`config.mk`:
```
export PLATFORM = sky130hd
export DESIGN_NAME = mem_port_arbiter
export DESIGN_NICKNAME = d
export VERILOG_FILES = /design/src/rtl/mem_port_arbiter.sv
export SDC_FILE = /design/constraint.sdc
export NUM_CORES = 1
export LEC_CHECK = 0
export BUFFER_PORTS_ARGS = -buffer_cell sky130_fd_sc_hd__buf_4
export CAP_MARGIN = 20
export CORE_AREA = 4 4 336 338
export CTS_CLUSTER_DIAMETER = 150
export DETAILED_ROUTE_END_ITERATION = 8
export DIE_AREA = 0 0 340 342
export GPL_ROUTABILITY_DRIVEN = 0
export PLACE_DENSITY = 0.38
export SLEW_MARGIN = 20
export SYNTH_ARGS = -nofsm -noshare
export SYNTH_HDL_FRONTEND = slang
export SYNTH_SLANG_ARGS = --single-unit
```
`constraint.sdc`:
```
create_clock -name clk -period 13.4 [get_ports clk]
set_input_delay 1.34 -clock clk [delete_from_list [all_inputs] [get_ports clk]]
set_output_delay 1.34 -clock clk [all_outputs]
set_load 0.1 [all_outputs]
```
`src/rtl/mem_port_arbiter.sv`:
```
// Purpose : two-way arbiter sharing one off-chip memory port between the I-cache and D-cache.
// Latency : request seen in IDLE -> mem strobe next cycle; mem_ready in cycle k -> x_ready/x_rdata in k+1, next strobe no earlier than k+3.
// Backpres: requesters hold read/write until their x_ready pulse; the memory stalls a transaction by withholding mem_ready.
//
// Ports:
//   clk, rst                       clock and asynchronous active-high reset
//   i_read/i_write/i_addr/i_wdata  I-cache request (held until i_ready)
//   i_rdata/i_ready                I-cache returned line and one-cycle completion pulse
//   d_read/d_write/d_addr/d_wdata  D-cache request (held until d_ready)
//   d_rdata/d_ready                D-cache returned line and one-cycle completion pulse
//   mem_read/mem_write/mem_addr/mem_wdata  registered memory-side command, held for the whole transaction
//   mem_rdata/mem_ready            memory return line and single-cycle completion pulse
//   grant                          one-hot owner, [0]=I, [1]=D, 00 when idle
//   timeout_err                    sticky watchdog flag, cleared only by rst
module mem_port_arbiter #(
  parameter int ADDR_W  = 28,
  parameter int DATA_W  = 128,
  parameter int TIMEOUT = 1024
) (
  input  logic              clk,
  input  logic              rst,
  input  logic              i_read,
  input  logic              i_write,
  input  logic [ADDR_W-1:0] i_addr,
  input  logic [DATA_W-1:0] i_wdata,
  output logic [DATA_W-1:0] i_rdata,
  output logic              i_ready,
  input  logic              d_read,
  input  logic              d_write,
  input  logic [ADDR_W-1:0] d_addr,
  input  logic [DATA_W-1:0] d_wdata,
  output logic [DATA_W-1:0] d_rdata,
  output logic              d_ready,
  output logic              mem_read,
  output logic              mem_write,
  output logic [ADDR_W-1:0] mem_addr,
  output logic [DATA_W-1:0] mem_wdata,
  input  logic [DATA_W-1:0] mem_rdata,
  input  logic              mem_ready,
  output logic [1:0]        grant,
  output logic              timeout_err
);

  // Counter wide enough to reach TIMEOUT-1 without wrapping; it saturates.
  localparam int CNT_W = (TIMEOUT > 1) ? $clog2(TIMEOUT + 1) : 1;
  localparam logic [CNT_W-1:0] CNT_MAX  = '1;
  localparam logic [CNT_W-1:0] TO_LIMIT = (TIMEOUT > 0) ? CNT_W'(TIMEOUT - 1) : '0;
  localparam bit WDOG_EN = (TIMEOUT != 0);

  typedef enum logic [1:0] {
    ST_IDLE   = 2'd0,
    ST_BUSY_I = 2'd1,
    ST_BUSY_D = 2'd2,
    ST_DONE   = 2'd3
  } state_t;

  state_t              state_q, state_d;
  logic                last_grant_q, last_grant_d;  // 0 = I last owned the port, 1 = D
  logic [CNT_W-1:0]    cnt_q, cnt_d;
  logic                timeout_err_q, timeout_err_d;
  logic                mem_read_q, mem_read_d;
  logic                mem_write_q, mem_write_d;
  logic [ADDR_W-1:0]   mem_addr_q, mem_addr_d;
  logic [DATA_W-1:0]   mem_wdata_q, mem_wdata_d;
  logic [DATA_W-1:0]   i_rdata_q, i_rdata_d;
  logic [DATA_W-1:0]   d_rdata_q, d_rdata_d;
  logic                i_ready_q, i_ready_d;
  logic                d_ready_q, d_ready_d;
  logic [1:0]          grant_q, grant_d;

  logic req_i;
  logic req_d;
  logic pick_d;

  always_comb begin
    req_i = i_read | i_write;
    req_d = d_read | d_write;
    // D wins if it is the only requester, or on a tie when I owned the port last.
    pick_d = req_d & (~req_i | ~last_grant_q);

    state_d       = state_q;
    last_grant_d  = last_grant_q;
    cnt_d         = cnt_q;
    timeout_err_d = timeout_err_q;
    mem_read_d    = mem_read_q;
    mem_write_d   = mem_write_q;
    mem_addr_d    = mem_addr_q;
    mem_wdata_d   = mem_wdata_q;
    i_rdata_d     = i_rdata_q;
    d_rdata_d     = d_rdata_q;
    i_ready_d     = i_ready_q;
    d_ready_d     = d_ready_q;
    grant_d       = grant_q;

    case (state_q)
      ST_IDLE: begin
        if (req_i | req_d) begin
          cnt_d = '0;
          if (pick_d) begin
            state_d      = ST_BUSY_D;
            grant_d      = 2'b10;
            last_grant_d = 1'b1;
            // Write has priority when both read and write are asserted.
            mem_write_d  = d_write;
            mem_read_d   = d_read & ~d_write;
            mem_addr_d   = d_addr;
            mem_wdata_d  = d_wdata;
          end else begin
            state_d      = ST_BUSY_I;
            grant_d      = 2'b01;
            last_grant_d = 1'b0;
            mem_write_d  = i_write;
            mem_read_d   = i_read & ~i_write;
            mem_addr_d   = i_addr;
            mem_wdata_d  = i_wdata;
          end
        end
      end

      ST_BUSY_I, ST_BUSY_D: begin
        if (mem_ready) begin
          mem_read_d  = 1'b0;
          mem_write_d = 1'b0;
          state_d     = ST_DONE;
          if (state_q == ST_BUSY_I) begin
            i_ready_d = 1'b1;
            if (mem_read_q) begin
              i_rdata_d = mem_rdata;
            end
          end else begin
            d_ready_d = 1'b1;
            if (mem_read_q) begin
              d_rdata_d = mem_rdata;
            end
          end
        end else begin
          if (cnt_q != CNT_MAX) begin
            cnt_d = cnt_q + CNT_W'(1);
          end
          // The transaction keeps waiting; the flag only reports the stall.
          if (WDOG_EN && (cnt_d >= TO_LIMIT)) begin
            timeout_err_d = 1'b1;
          end
        end
      end

      ST_DONE: begin
        // Owner's request is stale here, so no arbitration this cycle.
        i_ready_d = 1'b0;
        d_ready_d = 1'b0;
        grant_d   = 2'b00;
        state_d   = ST_IDLE;
      end

      default: begin
        state_d = ST_IDLE;
      end
    endcase
  end

  always_ff @(posedge clk or posedge rst) begin
    if (rst) begin
      state_q       <= ST_IDLE;
      last_grant_q  <= 1'b0;
      cnt_q         <= '0;
      timeout_err_q <= 1'b0;
      mem_read_q    <= 1'b0;
      mem_write_q   <= 1'b0;
      mem_addr_q    <= '0;
      mem_wdata_q   <= '0;
      i_rdata_q     <= '0;
      d_rdata_q     <= '0;
      i_ready_q     <= 1'b0;
      d_ready_q     <= 1'b0;
      grant_q       <= 2'b00;
    end else begin
      state_q       <= state_d;
      last_grant_q  <= last_grant_d;
      cnt_q         <= cnt_d;
      timeout_err_q <= timeout_err_d;
      mem_read_q    <= mem_read_d;
      mem_write_q   <= mem_write_d;
      mem_addr_q    <= mem_addr_d;
      mem_wdata_q   <= mem_wdata_d;
      i_rdata_q     <= i_rdata_d;
      d_rdata_q     <= d_rdata_d;
      i_ready_q     <= i_ready_d;
      d_ready_q     <= d_ready_d;
      grant_q       <= grant_d;
    end
  end

  assign i_rdata     = i_rdata_q;
  assign i_ready     = i_ready_q;
  assign d_rdata     = d_rdata_q;
  assign d_ready     = d_ready_q;
  assign mem_read    = mem_read_q;
  assign mem_write   = mem_write_q;
  assign mem_addr    = mem_addr_q;
  assign mem_wdata   = mem_wdata_q;
  assign grant       = grant_q;
  assign timeout_err = timeout_err_q;

  // Structural invariants of the arbiter.
  a_grant_onehot: assert property (@(posedge clk) disable iff (rst) $onehot0(grant_q));
  a_ready_excl:   assert property (@(posedge clk) disable iff (rst) !(i_ready_q && d_ready_q));
  a_op_excl:      assert property (@(posedge clk) disable iff (rst) !(mem_read_q && mem_write_q));

endmodule

```
; ---- After elaboration in Yosys (flattened, before gate mapping)
; Cells that the tools add are included.
[word_totals]
ramBits = 0
wordCells = 79
latchBits = 0
inputBits = 447
reg_bits = 433
output_inout_bits = 419
rom_bits = 0
n_memories = 0
[op_classes]
multipliers = 0
mux = 27
n_bitwise = 13
order_cmp = 1
n_reduce_logical = 15
shift = 0
eq_ne = 9
div_mod_pow = 0
n_addsub = 1
[ops]
columns = operator, count
row1 = 2-to-1 mux 128 bit, 1
row2 = 2-to-1 mux 11 bit, 5
row3 = 2-to-1 mux 28 bit, 1
row4 = one-hot mux 11 bit (2 select lines), 1
row5 = AND reduction 3 bit, 5
row6 = adder 11 x 1 -> 11 bit (second input constant), 1
row7 = >= comparator 11 x 10 -> 1 bit (second input constant), 1
row8 = != test 11 bit (second input constant), 1
row9 = 2-to-1 mux 1 bit, 10
row10 = != test 2 bit (second input constant), 5
row11 = one-hot mux 1 bit (2 select lines), 4
row12 = AND reduction 4 bit, 2
row13 = 2-to-1 mux 2 bit, 3
row14 = NOT 1 bit, 6
row15 = one-hot mux 2 bit (3 select lines), 1
row16 = AND reduction 2 bit, 3
row17 = nonzero test 2 bit, 3
row18 = == test 2 bit (second input constant), 2
row19 = OR 1 bit, 4
row20 = one-hot mux 2 bit (2 select lines), 1
row21 = AND 1 bit, 3
row22 = == test 2 x 1 -> 1 bit (second input constant), 1
row23 = logical NOT 2 bit, 1
row24 = OR reduction 2 bit, 1

; ---- Depth between registers and ports, before layout
[logic_depth]
depth_word = 7
depth_mapped = 8
mapped_depth_nobuf = 7

; ---- Worst setup path after synthesis
; Ideal clock, no wire load.
[synth_timing]
path_kind = input port to flip-flop
startpoint = in d_write
endpoint = reg mem_wdata_q[0], in the netlist mem_wdata[0]
arrival_ns = 2.660
t_required_ns = 13.274
path_stages = 8
n_path_buf = 4
setup_ns = 0.126
path_slack_ns = 10.614
path_cell_list = or4_1 > buf_2 > and2_4 > buf_6 > buf_6 > buf_6 > nor2_1 > a31oi_1
[synth_via]
elab_chain_len = 3
word_cells_on_any_way = 5
cone_classes = 1 x mux / 3 x bitwise / 1 x reduce/logical
[synth_lines]
columns = item, line
row1 = from (decl), 29  ; input logic d_write,
row2 = OR 1 bit *, 77  ; req_d = d_read | d_write;
row3 = AND 1 bit or OR 1 bit (tied branches), "79, 97"
row4 = 2-to-1 mux 128 bit or AND reduction 2 bit (tied branches), -
row5 = to (signal assigned), 184  ; mem_wdata_q <= mem_wdata_d;
row6 = to (decl), 64  ; logic [DATA_W-1:0] mem_wdata_q, mem_wdata_d;
; Every way passes the cells marked *; elsewhere a longest branch is shown, timed or not.
; A chain may end at the register's enable or synchronous reset.

; ---- Final worst setup path
[layout_timing]
startpoint = in d_write
endpoint = reg mem_wdata_q[92], in the netlist mem_wdata[92]
; Same word-level chain as after synthesis.

==> run summary <==
FF+latch count, synth = 433
1st-iter DRT viols = 563
Worst relative slew slack = 24.1%
Overflow after GRT = 0
Primary FF master, synth = dfrtp_1
FF-to-FF path depth = 8
ANT nets after route = 0
Type of origin of the critical path = primary input
CTS tree = yes
Root Driver = clkbuf_16
Htree depth = 2
Slew Viols, Final = 0
Clk_lat worst skew = 0.65 ns
Final Critical Period = 4.43 ns
Drt first pass iters = 4
Clock Sink Count = 433
# rows = 122
I/O pins = 866
Die ar. = 116000 um2
Avg Inst Size Synth = 11.5 um2
Slowest stage cell, crit path = buf_4
Die span in x = 340 um
Initial antenna violation count = 22
Register area share after synthesis = 60.7%
Longest Clk Path Bufs = 3
GRT Overall Usage = 12.9%
Share of layout cells above drive strength 1 = 50.5%
Core region area = 110000 um2
Final nets = 2842
Cts repair resizes = 0
Critical path type = in2reg
Most common cell after layout, fill and taps aside = buf_4
Post-Syn Nets = 2006
Largest net degree at the start of global routing = 155
Mapped cell area = 17900 um2
Dpl hpwl = 60500 um
DR DRC count = 0
Synth warn = 0
Arrival @ worst endpoint = 4.96 ns
Worst slew pin tran = 1.13 ns
Most frequent cells in the layout = buf_4, dfrtp_1, nand2_1, mux2_2, nor2_1
Met2 wire length = 40700 um
# hold bufs at CTS = 0
Buffers on Ports = 865
Crit. End Element = flip-flop
Initial Util = 16.2%
Top cell by count, worst path = buf_4
Synth cell types = 43
Worst Path Required = 13.94 ns
Fin crit share = 33.0%
Max Clock Skew = 0.0327 ns
Crit Path Max Fanout = 97
P&R area growth vs syn = 55.0%
Cells after Synth = 1553
Final hold violations = 0
R2R Setup Slk = 9.24 ns
RSZ-0062 raised after global routing = no
Max stage delay on crit path = 0.85 ns
Share of async-settable or async-resettable flops after synthesis = 100%
First-pass GRT wire length = 113000 um
M1 WL = 28100 um
Total negative slack = 0 ns
TritonCTS buffer count = 56
Clock transition at the registers of the reported paths = 0.06 ns
# setup viols final = 0
Status = completed
Post-CTS setup buffer count = 0
Highest routed layer = met4
F_max = 226 MHz
WL per Instance = 19.9 um
Cell depth of the worst setup path = 8
Post-synth EDFFs = 0
Metal3 WL = 7040 um
DR vias = 15200
Crit path max-delay family = buffers and inverters
Worst Path Buf+Inv = 4
Cell depth of the worst hold path = 1
Mean number of vias per cell = 3.85
Total of max-cap violations = 0
Die height = 342 um
Worst path cell trace = buf_4 > or4_1 > and2_4 > buf_4 > buf_4 > buf_4 > nor2_1 > a31oi_1
Vias in the first global route = 16600
Worst Hold Class = reg2reg
Routed wire length = 78500 um
[registers in the layout (all words and copies together), names as in the netlist, 2 cells and up]
name       count
i_rdata      128
d_rdata      128
state_q        2
cnt_q         11
grant          2
mem_wdata    128
mem_addr      28
[final cells by class]
class | count | area, um2
multi-input cells | 1008 | 6410
fillers | 11900 | 82400
diodes | 20 | 50.0
inverters | 9 | 37.5
well taps | 1488 | 1860
flip-flops and latches | 433 | 10800
clock inverters | 15 | 231
clock buffers | 83 | 1620
repair buffers | 881 | 6630
[worst register-to-register path: cells and delay by family, from the launching register on]
family,cells,cell delay [ns]
fa+ha+maj,1,0.27
simple gates,2,0.62
compound gates,1,0.17
buf+inv,4,2.58
flops,1,0.40
[through the flow]
stage	hold slack (ns)	instance area, um2	cells	util, %	worst slack [ns]
finish	0.504	27700	3937	25.1	8.97
global route	0.516	27700	3936	25.1	8.62
CTS	0.507	27600	3917	25.1	9.05
detailed placement	0.494	25800	3819	23.4	8.32
global placement	0.489	25800	3819	23.4	8.37
floorplan	0.506	17900	1553	-	6.21
[routing by layer]
layer / GRT usage [%] / up-vias
li1: - / 7029
met1: 13.5 / 7488
met2: 22.8 / 539
met3: 5.01 / 118
met4: 5.82 / 0
met5: 0 / -
[path summary, 6_finish.rpt]
check | to | startpoint
worst max-delay path | mem_wdata[92]$_DFFE_PP0P_ | d_write
worst min-delay path | d_rdata[29]$_DFFE_PP0P_ | d_rdata[29]$_DFFE_PP0P_
worst max register to register | mem_wdata[92]$_DFFE_PP0P_ | state_q[1]$_DFFE_PP0P_
worst min register to register | d_rdata[29]$_DFFE_PP0P_ | d_rdata[29]$_DFFE_PP0P_
max in group asynchronous | mem_wdata[28]$_DFFE_PP0P_ | rst
min in group asynchronous | i_rdata[24]$_DFFE_PP0P_ | rst
[cells in the mapped netlist, drive strengths merged (6+ instances only)]
| cell | count | share of area, % |
|---|---|---|
| mux2 | 256 | 16 |
| clkbuf | 68 | 1.4 |
| a21oi | 12 | 0.34 |
| nor2 | 164 | 3.4 |
| buf | 35 | 2.0 |
| nand3 | 8 | 0.22 |
| ha | 6 | 0.42 |
| a31oi | 159 | 5.6 |
| inv | 9 | 0.19 |
| o21ai | 21 | 0.59 |
| dfrtp | 433 | 61 |
| nand2 | 336 | 7.1 |
[logic make-up after synthesis]
family	after synthesis	synth area share [%]
flip-flops	433	60.7
AO/OA/AOI/OAI	210	7.35
AND/OR/NAND/NOR	535	11.8
buffers and inverters	112	3.61
multiplexers	257	16.2
adder cells (fa/ha/maj)	6	0.420
Power is left out: the tool's default activity adds up to more than one toggle a clock period on the data nets, which glitch-free logic cannot reach.
